### src/rtl/bcd_updown_counter.sv
// Packed-BCD up/down counter stepped by rising edges of an asynchronous tick level (DIGITS x 4 bits).
// Latency: tick_in high before clk edge N -> count/wrap/step_o update at edge N+2.
// No backpressure: steps are never queued; a step while en=0 or colliding with clr/load is lost.
// Optional build macro BCD_SATURATE_EN: hold at the all-9s/all-0s limit instead of wrapping.
module bcd_updown_counter #(
    parameter int                    DIGITS   = 4,
    parameter logic [4*DIGITS-1:0]   INIT_VAL = '0
) (
    input  logic                  clk,
    input  logic                  rst,
    input  logic                  tick_in,
    input  logic                  en,
    input  logic                  up_dn,
    input  logic                  clr,
    input  logic                  load,
    input  logic [4*DIGITS-1:0]   load_val,
    output logic [4*DIGITS-1:0]   count,
    output logic                  wrap,
    output logic                  step_o
);

    localparam int W = 4 * DIGITS;

    // Synchroniser pair (s1, s2) plus one edge-history flop (s3).
    logic s1;
    logic s2;
    logic s3;
    logic step;

    logic [W-1:0] count_nxt;
    logic         wrap_nxt;
    logic [W:0]   inc_res;   // {carry out of the MSD, incremented value}
    logic [W:0]   dec_res;   // {borrow out of the MSD, decremented value}

    // Increment by one with a carry ripple through all digits in one cycle.
    function automatic logic [W:0] bcd_inc(input logic [W-1:0] v);
        logic [W-1:0] r;
        logic         c;
        logic [3:0]   d;
        r = v;
        c = 1'b1;
        for (int i = 0; i < DIGITS; i++) begin
            d = v[4*i +: 4];
            if (c) begin
                if (d >= 4'd9) begin
                    r[4*i +: 4] = 4'd0;
                    c           = 1'b1;
                end else begin
                    r[4*i +: 4] = d + 4'd1;
                    c           = 1'b0;
                end
            end
        end
        return {c, r};
    endfunction

    // Decrement by one with a borrow ripple through all digits in one cycle.
    function automatic logic [W:0] bcd_dec(input logic [W-1:0] v);
        logic [W-1:0] r;
        logic         b;
        logic [3:0]   d;
        r = v;
        b = 1'b1;
        for (int i = 0; i < DIGITS; i++) begin
            d = v[4*i +: 4];
            if (b) begin
                if (d == 4'd0) begin
                    r[4*i +: 4] = 4'd9;
                    b           = 1'b1;
                end else begin
                    r[4*i +: 4] = d - 4'd1;
                    b           = 1'b0;
                end
            end
        end
        return {b, r};
    endfunction

    // Any non-decimal digit in a load value becomes 0 so count stays valid BCD.
    function automatic logic [W-1:0] bcd_clean(input logic [W-1:0] v);
        logic [W-1:0] r;
        r = v;
        for (int i = 0; i < DIGITS; i++) begin
            if (v[4*i +: 4] > 4'd9) begin
                r[4*i +: 4] = 4'd0;
            end
        end
        return r;
    endfunction

    // Bring tick_in into the clk domain and keep one cycle of history for edge detect.
    always_ff @(posedge clk or negedge rst) begin
        if (!rst) begin
            s1 <= 1'b0;
            s2 <= 1'b0;
            s3 <= 1'b0;
        end else begin
            s1 <= tick_in;
            s2 <= s1;
            s3 <= s2;
        end
    end

    // One strobe per synchronised rising edge of tick_in.
    assign step = s2 & ~s3;

    assign inc_res = bcd_inc(count);
    assign dec_res = bcd_dec(count);

    // Next-count selection: clr beats load beats an enabled step.
    always_comb begin
        count_nxt = count;
        wrap_nxt  = 1'b0;
        if (clr) begin
            count_nxt = INIT_VAL;
        end else if (load) begin
            count_nxt = bcd_clean(load_val);
        end else if (step && en) begin
`ifdef BCD_SATURATE_EN
            // At the limit the count holds and wrap doubles as a limit flag.
            if (up_dn) begin
                count_nxt = inc_res[W] ? count : inc_res[W-1:0];
                wrap_nxt  = inc_res[W];
            end else begin
                count_nxt = dec_res[W] ? count : dec_res[W-1:0];
                wrap_nxt  = dec_res[W];
            end
`else
            if (up_dn) begin
                count_nxt = inc_res[W-1:0];
                wrap_nxt  = inc_res[W];
            end else begin
                count_nxt = dec_res[W-1:0];
                wrap_nxt  = dec_res[W];
            end
`endif
        end
    end

    // Register the count and both single-cycle strobes.
    always_ff @(posedge clk or negedge rst) begin
        if (!rst) begin
            count  <= INIT_VAL;
            wrap   <= 1'b0;
            step_o <= 1'b0;
        end else begin
            count  <= count_nxt;
            wrap   <= wrap_nxt;
            step_o <= step;
        end
    end

endmodule

### config.mk
export PLATFORM = sky130hd
export DESIGN_NAME = bcd_updown_counter
export DESIGN_NICKNAME = d
export VERILOG_FILES = /design/src/rtl/bcd_updown_counter.sv
export SDC_FILE = /design/constraint.sdc
export NUM_CORES = 1
export LEC_CHECK = 0
export ABC_CLOCK_PERIOD_IN_PS = 5250
export CAP_MARGIN = 15
export CORE_MARGIN = 2
export CORE_UTILIZATION = 55
export DETAILED_ROUTE_END_ITERATION = 16
export PLACE_DENSITY = 0.83
export SETUP_SLACK_MARGIN = 0.15
export SLEW_MARGIN = 10
export SYNTH_ARGS = -nofsm -noshare
export SYNTH_HDL_FRONTEND = slang
export SYNTH_SLANG_ARGS = --single-unit
export TNS_END_PERCENT = 5
### constraint.sdc
create_clock -name clk -period 5.25 [get_ports clk]
set_input_delay 1.05 -clock clk [delete_from_list [all_inputs] [get_ports clk]]
set_output_delay 1.05 -clock clk [all_outputs]
set_load 0.01 [all_outputs]
==> impl_results.md <==
* Final hold slack at 0.376 ns
* Placer Congestion at 0.903
* Required @ worst endpoint at 5.46 ns
* Syn avg cell area at 8.56 um^2
* Clock tree sinks at 21
* Nets@finish at 287
* EDFF count, synth at 0
* Leak pwr at 0.884 nW
* Core ar. at 3310 um^2
* Worst hold path type: reg2reg
* Setup TNS at 0 ns
* Max Freq at 309 MHz
* H-tree levels at 1
* DR iter-0 viols at 120
* TritonCTS clock tree: done
* Setup Crit Path Kind: in2reg
* Synthesized Nets at 255
* CP endpoint kind: register
* Most frequent cells in the layout: clkdlybuf4s50_1, dfrtp_1, nor2_1
* Initial Util at 56.7%
* Die span in y at 62.4 um
* CTS buffer count at 3
* Outcome: finished, final reports clean
* Worst Skew at 0.0105 ns
* Layout cells sized above 1 at 6.80%
* GRT overflow at 0
* RSZ-0062 raised after global routing: false
* Yosys warnings at 0
* Tcrit/Tclk final at 61.6%
* Root buf cell: clkbuf_4
* Ant diodes at 0
* Die area at 3890 um^2
* DR pass1 iterations at 4
* HPWL after DPL at 3320 um
* Area grow syn2layout at 22.3%
* Largest net degree at the start of global routing at 29
* Number of setup buffers added after CTS at 0
* GRT met1 Usage at 33.2%
* Tmin final at 3.23 ns
* Slowest stage delay, CP at 0.98 ns
* First-pass GRT wire length at 8030 um
* DIE WIDTH at 62.4 um
* Met2 Track Usage GR at 40.2%
* I/O Buffers at 40
* Cts repair resizes at 0
* CP max-delay cell: clkdlybuf4s50_1
* CTS max path bufs at 2
* Critical Path Source Type: primary input
* Top-level port count at 41
* Clk_lat worst skew at 0.32 ns
* Synth Instances at 219
* Grt met3 use at 3.24%
* Initial antenna violation count at 0
* Arrival @ worst endpoint at 3.44 ns
* Fin. Hold Viols at 0
* Slew Viols, Final at 0
* Vias at 1806
* Crit path max-delay family: buffers and inverters
* Yosys reg bits at 21
* Buf/Inv on CP at 1
* Synth Cell Area at 1880 um^2
* Cell row count at 21
* Routed WL at 4500 um
* Post-route ant nets at 0
* Max Cap Violations at 0
* Vias/cell at 6.10
* Clk slew on worst S/H paths at 0.13 ns
* Async set or reset register ratio after synthesis at 100%
* Measured slew at the worst slew-check pin at 1.10 ns
* Post-synth top flop: dfrtp_1
* Pwr Density at 194 nW/um^2
* Hold_buf cts at 0
* Setup violations, final at 0
* Crit-path max FO at 28
* Maximum vdd drop at 0.137 mV
* Avg WL per Cell at 15.2 um
* Global-route usage over all layers at 24.9%
* Max-slew headroom at 26.3%
* Yosys cell types at 59
* Layer carrying the most global-route usage: met2
* Vias in the first global route at 1774
* DRC at 0
* Most common cell after layout, fill and taps aside: clkdlybuf4s50_1
* Post-synthesis sequential area ratio at 28.0%
* Critical Path, Cell by Cell: clkdlybuf4s50_1 > nor4b_4 > nand2_1 > o21ai_1 > a21oi_2 > mux2_1
cell type report:
cell class | instances | area (um^2)
clock buffers | 3 | 22.5
clock inverters | 1 | 5.00
fillers | 300 | 1020
inverters | 17 | 63.8
multi-input cells | 168 | 1220
flip-flops and latches | 21 | 526
well taps | 46 | 57.6
repair buffers | 40 | 400
report_power, final:
part           leakage (nW)  internal, mW  switching [mW]  total (mW)
registers             0.274         0.173          0.0219       0.195
clock network        0.0177        0.0285          0.0549      0.0834
logic                 0.592        0.0815          0.0847       0.166
state kept, by name (all words and copies together), names as in the netlist:
name    flops
s2          1
step_o      1
s1          1
s3          1
count      16
wrap        1
synth_stat cells (2+ instances only):
library cell / number / area share, %
dfrtp_1: 21 / 28
nor2_1: 17 / 3.4
inv_1: 16 / 3.2
ha_1: 13 / 8.7
a21oi_1: 10 / 2.7
nand3_1: 10 / 2.7
nand2_1: 9 / 1.8
o21ai_0: 9 / 2.4
clkbuf_1: 8 / 1.6
nand2b_1: 8 / 2.7
o21ai_1: 7 / 1.9
a311oi_1: 6 / 2.8
nor3_1: 5 / 1.3
a211oi_1: 4 / 1.6
mux2i_1: 4 / 2.1
nand3b_1: 4 / 1.6
o31ai_1: 4 / 1.6
a31oi_1: 3 / 1.0
buf_2: 3 / 0.80
nor3b_1: 3 / 1.2
nor4_1: 3 / 1.0
o22ai_1: 3 / 1.0
xnor2_1: 3 / 1.4
a21oi_2: 2 / 0.93
a221oi_1: 2 / 0.93
buf_6: 2 / 1.2
mux2_1: 2 / 1.2
nor2b_1: 2 / 0.67
o21bai_1: 2 / 0.80
o221ai_1: 2 / 0.93
o2bb2ai_1: 2 / 0.93
o311ai_1: 2 / 0.93
or2_1: 2 / 0.67
per-stage QoR:
step	std cells	worst slack (ns)	total power [mW]	instance area, um^2	utilization, %
detailed placement	292	1.72	0.363	2270	68.4
CTS	296	2.06	0.445	2290	69.3
global placement	292	1.78	0.358	2270	68.4
floorplan	219	2.90	0.298	1880	-
finish	296	2.02	0.445	2290	69.3
global route	296	1.87	0.475	2290	69.3
final timing paths:
path,startpoint,endpoint,slack (ns),cells after the start
hold / removal,s1$_DFF_PN0_,s2$_DFF_PN0_,0.38,0
setup / recovery,up_dn,count[8]$_DFFE_PN0P_,2.02,6
min in group asynchronous,rst,count[13]$_DFFE_PN0P_,1.28,1
setup reg to reg,count[0]$_DFFE_PN0P_,count[8]$_DFFE_PN0P_,2.93,7
hold reg to reg,s1$_DFF_PN0_,s2$_DFF_PN0_,0.38,0
max in group asynchronous,rst,count[9]$_DFFE_PN0P_,3.35,1
cells by family (layout without fill, tap and decap cells):
| family | Yosys count | after routing | synth area share [%] |
|---|---|---|---|
| compound gates | 69 | 69 | 27.2 |
| xor+xnor | 3 | 3 | 1.40 |
| fa+ha+maj | 13 | 13 | 8.67 |
| buf+inv | 30 | 61 | 7.00 |
| flops | 21 | 21 | 28.0 |
| mux | 7 | 7 | 3.94 |
| simple gates | 76 | 76 | 23.7 |
layer usage:
layer	share of wire, %	vias to the layer above
met2	47	63
li1	-	881
met3	4.1	13
met1	47	849
met4	2.5	0
met5	0	-
Note: power is estimated with default switching activity, not from simulation.
